===== config.mk =====
export PLATFORM = sky130hd
export DESIGN_NAME = control_sequencer_flat
export DESIGN_NICKNAME = d
export VERILOG_FILES = /design/src/rtl/control_sequencer_if.sv /design/src/rtl/control_sequencer.sv /design/src/flat_wrapper.sv
export SDC_FILE = /design/constraint.sdc
export NUM_CORES = 1
export LEC_CHECK = 0
export CAP_MARGIN = 20
export CORE_MARGIN = 8
export CORE_UTILIZATION = 39
export DETAILED_ROUTE_END_ITERATION = 8
export PLACE_DENSITY = 0.83
export SLEW_MARGIN = 20
export SYNTH_ARGS = -nofsm -noshare
export SYNTH_HDL_FRONTEND = slang
export SYNTH_SLANG_ARGS = --single-unit

===== constraint.sdc =====
create_clock -name Clock -period 2.43 [get_ports Clock]
set_input_delay 0.486 -clock Clock [delete_from_list [all_inputs] [get_ports Clock]]
set_output_delay 0.486 -clock Clock [all_outputs]
set_load 0.05 [all_outputs]

===== src/rtl/control_sequencer_if.sv =====
// Bundle between the T-state control sequencer and the CPU datapath/RAM.
// Inputs to the sequencer: run, IR, con_ff_bit.
// Outputs from the sequencer: all bus drivers, register loads, select/ALU controls, RAM strobes and status.
// The sequencer uses the master modport; the datapath side uses the slave modport.
interface control_sequencer_if;
   logic        run;
   logic [31:0] IR;
   logic        con_ff_bit;

   // bus drivers
   logic PCout, MDRout, HIout, LOout, Zhi_out, Zlo_out, Inport_out, Cout, BAout;
   // register loads
   logic PCin, MARin, MDRin, IRin, Yin, Zin, HIin, LOin, Rin, CONin, outport_in;
   // register select and ALU control
   logic Gra, Grb, Grc, Rout, IncPC;
   // RAM strobes
   logic Mem_Read, Mem_Write, Mem_enable512x32;
   // status
   logic [4:0]  opcode;
   logic [3:0]  t_state;
   logic        halted;
   logic        illegal_op;

   modport master (
      input  run, IR, con_ff_bit,
      output PCout, MDRout, HIout, LOout, Zhi_out, Zlo_out, Inport_out, Cout, BAout,
      output PCin, MARin, MDRin, IRin, Yin, Zin, HIin, LOin, Rin, CONin, outport_in,
      output Gra, Grb, Grc, Rout, IncPC,
      output Mem_Read, Mem_Write, Mem_enable512x32,
      output opcode, t_state, halted, illegal_op
   );

   modport slave (
      output run, IR, con_ff_bit,
      input  PCout, MDRout, HIout, LOout, Zhi_out, Zlo_out, Inport_out, Cout, BAout,
      input  PCin, MARin, MDRin, IRin, Yin, Zin, HIin, LOin, Rin, CONin, outport_in,
      input  Gra, Grb, Grc, Rout, IncPC,
      input  Mem_Read, Mem_Write, Mem_enable512x32,
      input  opcode, t_state, halted, illegal_op
   );
endinterface


===== src/rtl/control_sequencer.sv =====
// Hardwired T-state control unit: fetch in T0-T2, then per-opcode execute steps decoded from IR[31:27].
// Ports: Clock (rising edge), clear (async active-low), bus (control_sequencer_if.master: run/IR/con_ff_bit in, strobes out).
// Optional CU_SINGLE_STEP_EN adds input step; with step=1 each finished instruction returns to IDLE and waits for run.
module control_sequencer #(
   parameter int MEM_LAT = 1,  // cycles a RAM strobe is held (1..15)
   parameter int OPC_W   = 5
) (
   input logic Clock,
   input logic clear,
`ifdef CU_SINGLE_STEP_EN
   input logic step,
`endif
   control_sequencer_if.master bus
);

   typedef enum logic [3:0] {
      S_T0 = 4'd0, S_T1 = 4'd1, S_T2 = 4'd2, S_T3 = 4'd3,
      S_T4 = 4'd4, S_T5 = 4'd5, S_T6 = 4'd6, S_T7 = 4'd7,
      S_IDLE = 4'd8, S_HALT = 4'd9
   } state_t;

   localparam logic [OPC_W-1:0] OP_LD   = OPC_W'(0);
   localparam logic [OPC_W-1:0] OP_LDI  = OPC_W'(1);
   localparam logic [OPC_W-1:0] OP_ST   = OPC_W'(2);
   localparam logic [OPC_W-1:0] OP_ADD  = OPC_W'(3);
   localparam logic [OPC_W-1:0] OP_SHL  = OPC_W'(11);
   localparam logic [OPC_W-1:0] OP_ADDI = OPC_W'(12);
   localparam logic [OPC_W-1:0] OP_ORI  = OPC_W'(14);
   localparam logic [OPC_W-1:0] OP_DIV  = OPC_W'(15);
   localparam logic [OPC_W-1:0] OP_MUL  = OPC_W'(16);
   localparam logic [OPC_W-1:0] OP_NEG  = OPC_W'(17);
   localparam logic [OPC_W-1:0] OP_NOT  = OPC_W'(18);
   localparam logic [OPC_W-1:0] OP_BR   = OPC_W'(19);
   localparam logic [OPC_W-1:0] OP_JR   = OPC_W'(21);
   localparam logic [OPC_W-1:0] OP_IN   = OPC_W'(22);
   localparam logic [OPC_W-1:0] OP_OUT  = OPC_W'(23);
   localparam logic [OPC_W-1:0] OP_MFLO = OPC_W'(24);
   localparam logic [OPC_W-1:0] OP_MFHI = OPC_W'(25);
   localparam logic [OPC_W-1:0] OP_NOP  = OPC_W'(26);
   localparam logic [OPC_W-1:0] OP_HALT = OPC_W'(27);

   state_t           state, state_next;
   logic [3:0]       cnt, cnt_next;
   logic [OPC_W-1:0] op;
   logic             wait_last, done, mem_rd, mem_wr;
   logic             c_alu3, c_imm, c_mem, c_md, c_nn;
   logic             unused_ir;

   assign op        = bus.IR[31 -: OPC_W];
   assign unused_ir = ^bus.IR[31-OPC_W:0];
   assign wait_last = (cnt == 4'd0);

   // Opcode classes sharing the same step pattern
   assign c_alu3 = (op >= OP_ADD) && (op <= OP_SHL);
   assign c_imm  = (op >= OP_ADDI) && (op <= OP_ORI);
   assign c_mem  = (op == OP_LD) || (op == OP_LDI) || (op == OP_ST);
   assign c_md   = (op == OP_MUL) || (op == OP_DIV);
   assign c_nn   = (op == OP_NEG) || (op == OP_NOT);

   // Steps that drive a RAM strobe and therefore dwell MEM_LAT cycles
   function automatic logic is_ram(input state_t s, input logic [OPC_W-1:0] o);
      return (s == S_T1) || (s == S_T6 && o == OP_LD) || (s == S_T7 && o == OP_ST);
   endfunction

   always_ff @(posedge Clock or negedge clear) begin
      if (!clear) begin
         state <= S_IDLE;
         cnt   <= 4'd0;
      end else begin
         state <= state_next;
         cnt   <= cnt_next;
      end
   end

   always_comb begin
      state_next = state;
      done       = 1'b0;
      mem_rd     = 1'b0;
      mem_wr     = 1'b0;
      bus.PCout = 1'b0; bus.MDRout = 1'b0; bus.HIout = 1'b0; bus.LOout = 1'b0;
      bus.Zhi_out = 1'b0; bus.Zlo_out = 1'b0; bus.Inport_out = 1'b0; bus.Cout = 1'b0;
      bus.BAout = 1'b0; bus.PCin = 1'b0; bus.MARin = 1'b0; bus.MDRin = 1'b0;
      bus.IRin = 1'b0; bus.Yin = 1'b0; bus.Zin = 1'b0; bus.HIin = 1'b0; bus.LOin = 1'b0;
      bus.Rin = 1'b0; bus.CONin = 1'b0; bus.outport_in = 1'b0;
      bus.Gra = 1'b0; bus.Grb = 1'b0; bus.Grc = 1'b0; bus.Rout = 1'b0; bus.IncPC = 1'b0;
      bus.opcode = 5'd0;
      bus.illegal_op = 1'b0;

      case (state)
         S_IDLE: if (bus.run) state_next = S_T0;
         S_T0: begin
            bus.PCout = 1'b1; bus.MARin = 1'b1; bus.IncPC = 1'b1; bus.Zin = 1'b1;
            state_next = S_T1;
         end
         S_T1: begin
            bus.Zlo_out = 1'b1; mem_rd = 1'b1; bus.MDRin = 1'b1;
            bus.PCin = wait_last;  // incremented PC lands once, as the read completes
            if (wait_last) state_next = S_T2;
         end
         S_T2: begin
            bus.MDRout = 1'b1; bus.IRin = 1'b1;
            if (op == OP_HALT)     state_next = S_HALT;
            else if (op == OP_NOP) done = 1'b1;
            else                   state_next = S_T3;
         end
         S_T3: begin
            state_next = S_T4;
            if (c_alu3 || c_imm) begin
               bus.Grb = 1'b1; bus.Rout = 1'b1; bus.Yin = 1'b1;
            end else if (c_mem) begin
               bus.Grb = 1'b1; bus.BAout = 1'b1; bus.Yin = 1'b1;
            end else if (c_md) begin
               bus.Gra = 1'b1; bus.Rout = 1'b1; bus.Yin = 1'b1;
            end else if (c_nn) begin
               bus.Grb = 1'b1; bus.Rout = 1'b1; bus.opcode = op; bus.Zin = 1'b1;
            end else if (op == OP_BR) begin
               bus.Gra = 1'b1; bus.Rout = 1'b1; bus.CONin = 1'b1;
            end else begin
               done = 1'b1;
               if (op == OP_JR) begin
                  bus.Gra = 1'b1; bus.Rout = 1'b1; bus.PCin = 1'b1;
               end else if (op == OP_IN) begin
                  bus.Inport_out = 1'b1; bus.Gra = 1'b1; bus.Rin = 1'b1;
               end else if (op == OP_OUT) begin
                  bus.Gra = 1'b1; bus.Rout = 1'b1; bus.outport_in = 1'b1;
               end else if (op == OP_MFLO) begin
                  bus.LOout = 1'b1; bus.Gra = 1'b1; bus.Rin = 1'b1;
               end else if (op == OP_MFHI) begin
                  bus.HIout = 1'b1; bus.Gra = 1'b1; bus.Rin = 1'b1;
               end else begin
                  bus.illegal_op = 1'b1;
               end
            end
         end
         S_T4: begin
            state_next = S_T5;
            if (c_alu3) begin
               bus.Grc = 1'b1; bus.Rout = 1'b1; bus.opcode = op; bus.Zin = 1'b1;
            end else if (c_imm) begin
               bus.Cout = 1'b1; bus.opcode = op; bus.Zin = 1'b1;
            end else if (c_mem) begin
               bus.Cout = 1'b1; bus.opcode = OP_ADD; bus.Zin = 1'b1;
            end else if (c_md) begin
               bus.Grb = 1'b1; bus.Rout = 1'b1; bus.opcode = op; bus.Zin = 1'b1;
            end else if (c_nn) begin
               bus.Zlo_out = 1'b1; bus.Gra = 1'b1; bus.Rin = 1'b1; done = 1'b1;
            end else if (op == OP_BR) begin
               bus.PCout = 1'b1; bus.Yin = 1'b1;
            end else begin
               done = 1'b1;
            end
         end
         S_T5: begin
            state_next = S_T6;
            if (c_alu3 || c_imm || op == OP_LDI) begin
               bus.Zlo_out = 1'b1; bus.Gra = 1'b1; bus.Rin = 1'b1; done = 1'b1;
            end else if (op == OP_LD || op == OP_ST) begin
               bus.Zlo_out = 1'b1; bus.MARin = 1'b1;
            end else if (c_md) begin
               bus.Zlo_out = 1'b1; bus.LOin = 1'b1;
            end else if (op == OP_BR) begin
               bus.Cout = 1'b1; bus.opcode = OP_ADD; bus.Zin = 1'b1;
            end else begin
               done = 1'b1;
            end
         end
         S_T6: begin
            if (op == OP_LD) begin
               mem_rd = 1'b1; bus.MDRin = 1'b1;
               if (wait_last) state_next = S_T7;
            end else if (op == OP_ST) begin
               bus.Gra = 1'b1; bus.Rout = 1'b1; bus.MDRin = 1'b1;
               state_next = S_T7;
            end else if (c_md) begin
               bus.Zhi_out = 1'b1; bus.HIin = 1'b1; done = 1'b1;
            end else if (op == OP_BR) begin
               // branch target is already in Z; only its load into PC is conditional
               bus.Zlo_out = 1'b1; bus.PCin = bus.con_ff_bit; done = 1'b1;
            end else begin
               done = 1'b1;
            end
         end
         S_T7: begin
            if (op == OP_ST) begin
               mem_wr = 1'b1;
               if (wait_last) done = 1'b1;
            end else begin
               if (op == OP_LD) begin
                  bus.MDRout = 1'b1; bus.Gra = 1'b1; bus.Rin = 1'b1;
               end
               done = 1'b1;
            end
         end
         S_HALT: state_next = S_HALT;
         default: state_next = S_IDLE;
      endcase

`ifdef CU_SINGLE_STEP_EN
      if (done) state_next = step ? S_IDLE : S_T0;
`else
      if (done) state_next = S_T0;
`endif

      // Wait counter: load on entry to a RAM step, count down while dwelling
      if (is_ram(state_next, op) && state_next != state) cnt_next = 4'(MEM_LAT - 1);
      else if (is_ram(state, op) && state_next == state)  cnt_next = cnt - 4'd1;
      else                                                cnt_next = 4'd0;

      bus.Mem_Read         = mem_rd;
      bus.Mem_Write        = mem_wr;
      bus.Mem_enable512x32 = mem_rd | mem_wr;
      bus.halted           = (state == S_HALT);
      bus.t_state          = state[3] ? 4'd0 : state;
   end

endmodule


===== src/flat_wrapper.sv =====
// flat-port wrapper written by rule: the top's interface ports become plain ports
module control_sequencer_flat 
#(
   parameter int MEM_LAT = 1,                                        
   parameter int OPC_W   = 5
)
  (Clock, clear, bus_run, bus_IR, bus_con_ff_bit, bus_PCout, bus_MDRout, bus_HIout, bus_LOout, bus_Zhi_out, bus_Zlo_out, bus_Inport_out, bus_Cout, bus_BAout, bus_PCin, bus_MARin, bus_MDRin, bus_IRin, bus_Yin, bus_Zin, bus_HIin, bus_LOin, bus_Rin, bus_CONin, bus_outport_in, bus_Gra, bus_Grb, bus_Grc, bus_Rout, bus_IncPC, bus_Mem_Read, bus_Mem_Write, bus_Mem_enable512x32, bus_opcode, bus_t_state, bus_halted, bus_illegal_op);
  control_sequencer_if bus_i ();
  input logic Clock;
  input logic clear;
  input wire logic [$bits(bus_i.run)-1:0] bus_run;
  input wire logic [$bits(bus_i.IR)-1:0] bus_IR;
  input wire logic [$bits(bus_i.con_ff_bit)-1:0] bus_con_ff_bit;
  output wire logic [$bits(bus_i.PCout)-1:0] bus_PCout;
  output wire logic [$bits(bus_i.MDRout)-1:0] bus_MDRout;
  output wire logic [$bits(bus_i.HIout)-1:0] bus_HIout;
  output wire logic [$bits(bus_i.LOout)-1:0] bus_LOout;
  output wire logic [$bits(bus_i.Zhi_out)-1:0] bus_Zhi_out;
  output wire logic [$bits(bus_i.Zlo_out)-1:0] bus_Zlo_out;
  output wire logic [$bits(bus_i.Inport_out)-1:0] bus_Inport_out;
  output wire logic [$bits(bus_i.Cout)-1:0] bus_Cout;
  output wire logic [$bits(bus_i.BAout)-1:0] bus_BAout;
  output wire logic [$bits(bus_i.PCin)-1:0] bus_PCin;
  output wire logic [$bits(bus_i.MARin)-1:0] bus_MARin;
  output wire logic [$bits(bus_i.MDRin)-1:0] bus_MDRin;
  output wire logic [$bits(bus_i.IRin)-1:0] bus_IRin;
  output wire logic [$bits(bus_i.Yin)-1:0] bus_Yin;
  output wire logic [$bits(bus_i.Zin)-1:0] bus_Zin;
  output wire logic [$bits(bus_i.HIin)-1:0] bus_HIin;
  output wire logic [$bits(bus_i.LOin)-1:0] bus_LOin;
  output wire logic [$bits(bus_i.Rin)-1:0] bus_Rin;
  output wire logic [$bits(bus_i.CONin)-1:0] bus_CONin;
  output wire logic [$bits(bus_i.outport_in)-1:0] bus_outport_in;
  output wire logic [$bits(bus_i.Gra)-1:0] bus_Gra;
  output wire logic [$bits(bus_i.Grb)-1:0] bus_Grb;
  output wire logic [$bits(bus_i.Grc)-1:0] bus_Grc;
  output wire logic [$bits(bus_i.Rout)-1:0] bus_Rout;
  output wire logic [$bits(bus_i.IncPC)-1:0] bus_IncPC;
  output wire logic [$bits(bus_i.Mem_Read)-1:0] bus_Mem_Read;
  output wire logic [$bits(bus_i.Mem_Write)-1:0] bus_Mem_Write;
  output wire logic [$bits(bus_i.Mem_enable512x32)-1:0] bus_Mem_enable512x32;
  output wire logic [$bits(bus_i.opcode)-1:0] bus_opcode;
  output wire logic [$bits(bus_i.t_state)-1:0] bus_t_state;
  output wire logic [$bits(bus_i.halted)-1:0] bus_halted;
  output wire logic [$bits(bus_i.illegal_op)-1:0] bus_illegal_op;
  assign bus_i.run = bus_run;
  assign bus_i.IR = bus_IR;
  assign bus_i.con_ff_bit = bus_con_ff_bit;
  assign bus_PCout = bus_i.PCout;
  assign bus_MDRout = bus_i.MDRout;
  assign bus_HIout = bus_i.HIout;
  assign bus_LOout = bus_i.LOout;
  assign bus_Zhi_out = bus_i.Zhi_out;
  assign bus_Zlo_out = bus_i.Zlo_out;
  assign bus_Inport_out = bus_i.Inport_out;
  assign bus_Cout = bus_i.Cout;
  assign bus_BAout = bus_i.BAout;
  assign bus_PCin = bus_i.PCin;
  assign bus_MARin = bus_i.MARin;
  assign bus_MDRin = bus_i.MDRin;
  assign bus_IRin = bus_i.IRin;
  assign bus_Yin = bus_i.Yin;
  assign bus_Zin = bus_i.Zin;
  assign bus_HIin = bus_i.HIin;
  assign bus_LOin = bus_i.LOin;
  assign bus_Rin = bus_i.Rin;
  assign bus_CONin = bus_i.CONin;
  assign bus_outport_in = bus_i.outport_in;
  assign bus_Gra = bus_i.Gra;
  assign bus_Grb = bus_i.Grb;
  assign bus_Grc = bus_i.Grc;
  assign bus_Rout = bus_i.Rout;
  assign bus_IncPC = bus_i.IncPC;
  assign bus_Mem_Read = bus_i.Mem_Read;
  assign bus_Mem_Write = bus_i.Mem_Write;
  assign bus_Mem_enable512x32 = bus_i.Mem_enable512x32;
  assign bus_opcode = bus_i.opcode;
  assign bus_t_state = bus_i.t_state;
  assign bus_halted = bus_i.halted;
  assign bus_illegal_op = bus_i.illegal_op;
  control_sequencer #(.MEM_LAT(MEM_LAT), .OPC_W(OPC_W)) u_core (.Clock(Clock), .clear(clear), .bus(bus_i));
endmodule

==> metrics.md, run 1 <==
| Metric | Value |
|---|---|
| Outcome | `complete, but fails checks` |
| Failing checks | `negative setup slack` |
| H-tree Lvls | `1` |
| Placed cells | `330` |
| Peak VDD IR | `0.7256 mV` |
| Syn nets | `240` |
| Die height | `75.03 um` |
| Floorplan row count | `21` |
| CP endpoint kind | `output port` |
| Cts bufs inserted | `3` |
| P_int | `0.001324 W` |
| Post-DR vias/cell | `6.660` |
| Leakage power | `1.192 nW` |
| Synth top area share | `0.1289` |
| Final Util | `0.8515` |
| Gr usage total | `0.2430` |
| # hold bufs at CTS | `0` |
| I/O pin total | `75` |
| Initial antenna violation count | `0` |
| Critical Path AT | `2.19 ns` |
| Met1 Usage GRT | `0.2560` |
| Worst r2r src | `u_core.state[1]` |
| Core area | `0.003337 mm^2` |
| Gr busiest metal | `met2` |
| Synth warn | `0` |
| Met2 Use GR | `0.4434` |
| Seq cells post-synth | `8` |
| Final Non-Filler Cells | `344` |
| Die span in x | `75.03 um` |
| RSZ-0062 raised after global routing | `true` |
| Root Buffer | `clkbuf_4` |
| Largest net degree at the start of global routing | `18` |
| I/O Buffers | `46` |
| Detailed Route WL | `8271 um` |
| Clk Latency, worst-skew pair | `0.27 ns` |
| WS Path Type | `flop to output port` |
| Average size of a mapped cell | `6.694 um^2` |
| CP required | `1.94 ns` |
| Final Hold Fails | `0` |
| Max-slew violation count | `0` |
| Post-route design area | `0.002841 mm^2` |
| Clock Skews | `0.01491 ns` |
| Initial Utilization | `0.4072` |
| Vias | `2291` |
| Max Freq | `374.0 MHz` |
| Die footprint | `0.005629 mm^2` |
| Critical path origin | `u_core.state[3]` |
| Wire length per cell | `24.04 um` |
| Clk buf depth | `2` |
| Worst slew pin tran | `0.5151 ns` |
| FF-to-FF path depth | `9` |
| Final Net Count | `336` |
| Clock share of power | `0.042` |
| PD cells | `1021 mW/mm^2` |
| Pre-antenna DRT Iters | `6` |
| Async SR Flop Fraction | `1.000` |
| Post-synth cell types | `60` |
| First-pass GRT wire length | `10660 um` |
| Setup ws final | `-0.2435 ns` |
| Min-delay worst type | `primary input to asynchronous set/reset pin` |
| Met3 Use GR | `0.04261` |
| Most instantiated cells after synthesis | `nor2_1 (32), nand2_1 (19), o21ai_0 (16)` |
| Combinational Power Share | `0.876` |
| P_sw | `0.001578 W` |
| Post-DRT Antenna Nets | `0` |
| Main synth FF type | `dfrtp_1` |
| Initial DRC Count | `344` |
| Clock transition at path regs | `0.08 ns` |
| Fraction of layout cells with a size suffix above 1 | `0.5302` |
| Cell with the most instances after synthesis | `nor2_1` |
| Crit path time final | `2.673 ns` |
| Syn Inst Count | `203` |
| Final GP Congestion | `0.9534` |
| Number of synthesized flops with an enable pin | `0` |
| Net Sw Frac | `0.5439` |
| Top post-synthesis cells by area | `dfrtp_1 (13%), nor2_1 (8.8%), o21ai_0 (5.9%)` |
| Top cell type by total area after synthesis | `dfrtp_1` |
| Vias in the first global route | `2133` |
| Max transition margin | `0.6555` |
| Hpwl dp | `4976 um` |
| P&R area growth vs syn | `109.1%` |
| Setup TNS | `-2.258 ns` |
| # fillers | `162` |
| Area of the mapped netlist | `0.001359 mm^2` |
| Number of max-cap violations | `0` |
| Placed instance area | `0.002559 mm^2` |
| Worst-path fanout max | `5` |
| Total power | `0.002902 W` |
| Flop pwr share | `0.082` |
| # setup viols final | `21` |
| Sinks on Clock Net | `8` |
| Seq/Total Area, Yosys | `0.1483` |
| Crit share post-route | `1.100` |
| Total congestion overflow | `0` |
| CTS tree | `built` |
| # diodes | `0` |
| Worst Setup Start Kind | `flop` |
| Drt drc | `0` |
-- logic make-up after synthesis --
family | after synthesis | synth area share
mux | 2 | 0.01565
xor+xnor | 5 | 0.03223
buf+inv | 27 | 0.09393
compound gates | 56 | 0.2800
flops | 8 | 0.1483
fa+ha+maj | 1 | 0.009207
simple gates | 103 | 0.4181
other cells | 1 | 0.002760
-- power by group through the flow --
stage	registers (W)	clock network, W	logic (W)
CTS	0.000229	0.000112	0.00231
finish	0.000237	0.000122	0.00254
floorplan	0.000231	0	0.00127
detailed placement	0.000228	0	0.00223
global placement	0.000223	0	0.00217
global route	0.000238	0.000133	0.00262
-- layer usage --
metal / routed length [um] / share of wire
met5: 0 / 0
met4: 657 / 0.079
met3: 943 / 0.11
met2: 3865 / 0.47
met1: 2803 / 0.34
-- sequential cells by signal (all words and copies together) (netlist names) --
register	count
u_core.cnt	4
u_core.state	4
-- area by class of cell --
class	instances	area [um^2]	share of cell area
Timing Repair Buffer	111	1294	0.4553
Multi-Input combinational cell	168	1236	0.4351
Sequential cell	8	201.4	0.07089
Tap cell	46	57.56	0.02026
Clock buffer	4	26.28	0.009247
Inverter	7	26.28	0.009247
-- critical path: stages, from the launching register on --
cell	delay, ns
dfstp_2	0.59
buf_4	0.15
nand4bb_1	0.21
o22ai_1	0.16
a21oi_2	0.20
nor2_2	0.06
or3_1	0.37
buf_6	0.17
-- cells in the final DEF, fill, tap and decap left out, drive strengths merged, types with 6 or more instances in the layout --
master and count:
a21oi 13, buf 102, dfrtp 7, inv 7
nand2 20, nand2b 6, nor2 32, nor3 8
nor4 6, o21ai 16, o22ai 6
-- path summary, 6_finish.rpt --
check | slack (ns) | end
max in group asynchronous | 1.56 | u_core.state[3]
min reg2reg | 0.54 | u_core.cnt[0]
min in group Clock | 0.54 | u_core.cnt[0]
max | -0.24 | bus_Zin
max reg2reg | 0 | u_core.cnt[0]
min | 0.53 | u_core.state[1]
-- through the flow --
stage,hold slack [ns],worst slack (ns)
floorplan,0.1904,-0.3907
global placement,0.4532,-0.2960
detailed placement,0.5153,-0.4165
CTS,0.5144,-0.05439
global route,0.5390,-0.2661
finish,0.5267,-0.2435
-- timing repair --
| item | in CTS | in global routing |
|---|---|---|
| gates resized for setup | 36 | 22 |
| endpoints found under the setup margin | 29 | 21 |
| setup buffers | 3 | 7 |
| endpoints found under the hold margin | 0 | 0 |
| pin swaps | 7 | 12 |
No activity file was read; power rests on OpenSTA's default activity.
==> inputs of run 2 (changes only) <==
Settings changed: CORE_UTILIZATION 39 to 25, PLACE_DENSITY 0.83 to 0.58.
==> metrics.md, run 2 (synthesis results as in run 1) <==
| Metric | Value |
|---|---|
| Outcome | `complete, but fails checks` |
| Failing checks | `negative setup slack` |
| Most Frequent Cell on Critical Path | `buf_4` |
| I/O pin total | `75 (unchanged)` |
| Worst Setup Start Kind | `flop` |
| Slowest stage delay, CP | `0.38 ns (-0.21 ns)` |
| Pre-antenna DRT Iters | `4 (-2)` |
| Final Hold Fails | `0 (unchanged)` |
| Leakage power | `1.207 nW (+1.3%)` |
| Peak VDD IR | `0.7694 mV (+6.0%)` |
| Critical Path AT | `1.98 ns (-0.21 ns)` |
| Largest regs | `u_core.cnt x4, u_core.state x4` |
| Max Freq | `405.8 MHz (+8.5%)` |
| Initial antenna violation count | `0 (unchanged)` |
| # diodes | `0 (unchanged)` |
| Detailed Route WL | `5591 um (-32%)` |
| Number of max-cap violations | `0 (unchanged)` |
| Clock transition at path regs | `0.04 ns (-0.04 ns)` |
| Total congestion overflow | `0 (unchanged)` |
| Initial DRC Count | `171 (-50%)` |
| Final Net Count | `337 (+0.30%)` |
| # hold bufs at CTS | `0 (unchanged)` |
| Post-DRT Antenna Nets | `0 (unchanged)` |
| Root Buffer | `clkbuf_8` |
| Commonest non-fill, non-tap cells in the layout | `buf_4 (63), buf_12 (33), nor2_1 (22)` |
| Max transition margin | `0.6676 (+0.01209)` |
| Die footprint | `0.008051 mm^2 (+43%)` |
| Vias in the first global route | `1876 (-12%)` |
| Core area | `0.005371 mm^2 (+61%)` |
| P&R area growth vs syn | `113.2%` |
| Floorplan row count | `27 (+29%)` |
| H-tree Lvls | `1 (unchanged)` |
| Final GP Congestion | `0.8771 (-8.0%)` |
| First-pass GRT wire length | `9397 um (-12%)` |
| Clk Latency, worst-skew pair | `0.23 ns (-0.04 ns)` |
| Total power | `0.002806 W (-3.3%)` |
| # setup viols final | `4 (-81%)` |
| Final Util | `0.5393 (-0.3123)` |
| Final Non-Filler Cells | `371 (+7.8%)` |
| Most common cell after layout, fill and taps aside | `buf_4` |
| Wire length per cell | `15.07 um (-37%)` |
| Clk buf depth | `2 (unchanged)` |
| Cts bufs inserted | `3 (unchanged)` |
| Sinks on Clock Net | `8 (unchanged)` |
| Gr usage total | `0.1354 (-0.1076)` |
| RSZ-0062 raised after global routing | `true` |
| Crit share post-route | `1.014 (-0.08616)` |
| PD cells | `968.6 mW/mm^2 (-5.2%)` |
| Die height | `89.73 um (+20%)` |
| Clock Skews | `0.0005538 ns (-0.01435 ns)` |
| Placed cells | `358 (+8.5%)` |
| Placed instance area | `0.002619 mm^2 (+2.3%)` |
| Largest net degree at the start of global routing | `17 (-1)` |
| Post-route design area | `0.002897 mm^2 (+1.9%)` |
| Vias | `1888 (-18%)` |
| Hpwl dp | `4386 um (-12%)` |
| WS Path Type | `flop to output port` |
| I/O Buffers | `46 (unchanged)` |
| Post-DR vias/cell | `5.089 (-24%)` |
| Max-slew violation count | `0 (unchanged)` |
| Min-delay worst type | `flop to flop` |
| Slowest stage cell on the critical path | `dfstp_2` |
| Setup ws final | `-0.03409 ns (+0.2094 ns)` |
| CP required | `1.94 ns (about the same)` |
| CTS tree | `built` |
| Worst path cell trace | `buf_4 > nand2b_4 > nor3b_2 > buf_4 > nand4b_1 > o22ai_1 > a41o_1 > buf_12` |
| Die span in x | `89.73 um (+20%)` |
| Drt drc | `0 (unchanged)` |
| Initial Utilization | `0.2530 (-0.1542)` |
| Fraction of layout cells with a size suffix above 1 | `0.5151 (-0.01515)` |
| Worst slew pin tran | `0.4970 ns (-0.01807 ns)` |
| CP endpoint kind | `output port` |
| Worst-path fanout max | `5 (unchanged)` |
| Crit path time final | `2.464 ns (-0.2094 ns)` |
## run 2: where the power goes
group	internal (W)	switching (W)	total, W
combinational	0.00109	0.00134	0.00242
clock	0.000114	0.0000533	0.000167
sequential	0.000186	0.0000290	0.000215
total	0.00139	0.00142	0.00281
## run 2: layout make-up
cell class,count,area [um^2]
repair buffers,112,1309
clock buffers,4,45.04
well taps,72,90.09
fillers,492,2475
multi-input cells,168,1225
inverters,7,26.28
flip-flops and latches,8,201.4
## run 2: worst paths after layout
path | from | to | slack, ns | cells past startpoint
worst max-delay path | u_core.state[3] | bus_PCin | -0.03 | 8
worst min-delay path | u_core.cnt[0] | u_core.cnt[0] | 0.46 | 1
worst max register to register | u_core.state[3] | u_core.cnt[0] | 0.24 | 7
worst min register to register | u_core.cnt[0] | u_core.cnt[0] | 0.46 | 1
max in group asynchronous | clear | u_core.state[3] | 1.61 | 1
min in group asynchronous | clear | u_core.cnt[2] | 0.53 | 1
## run 2: repair_timing
item	CTS	global route
gates cloned	0	0
pin swaps	8	12
setup endpoints to repair	36	23
endpoints found under the hold margin	0	0
buffers inserted	8	1
gates resized for setup	29	21
## run 2: metrics by stage
stage                     hold WS (ns)  TNS [ns]  worst slack [ns]
after floorplan                 0.1904    -1.706           -0.3907
after global placement          0.4494    -6.600           -0.3320
after detailed placement        0.4541    -6.683           -0.3534
after CTS                       0.4571   -0.1215          -0.04542
after global routing            0.4878   -0.7313           -0.1356
final                           0.4622  -0.06272          -0.03409
## run 2: critical path, delay by kind of cell (launching register included)
family	cells	cell delay, ns
flip-flops	1	0.38
buffers and inverters	3	0.48
AND/OR/NAND/NOR	3	0.50
AO/OA/AOI/OAI	2	0.39
## run 2: routing by layer
metal	vias up	GRT usage	wire [um]
met5	-	0	0
met4	0	0.03244	133
met3	11	0.03159	342
met2	77	0.2380	2723
met1	883	0.1605	2392
li1	917	-	-
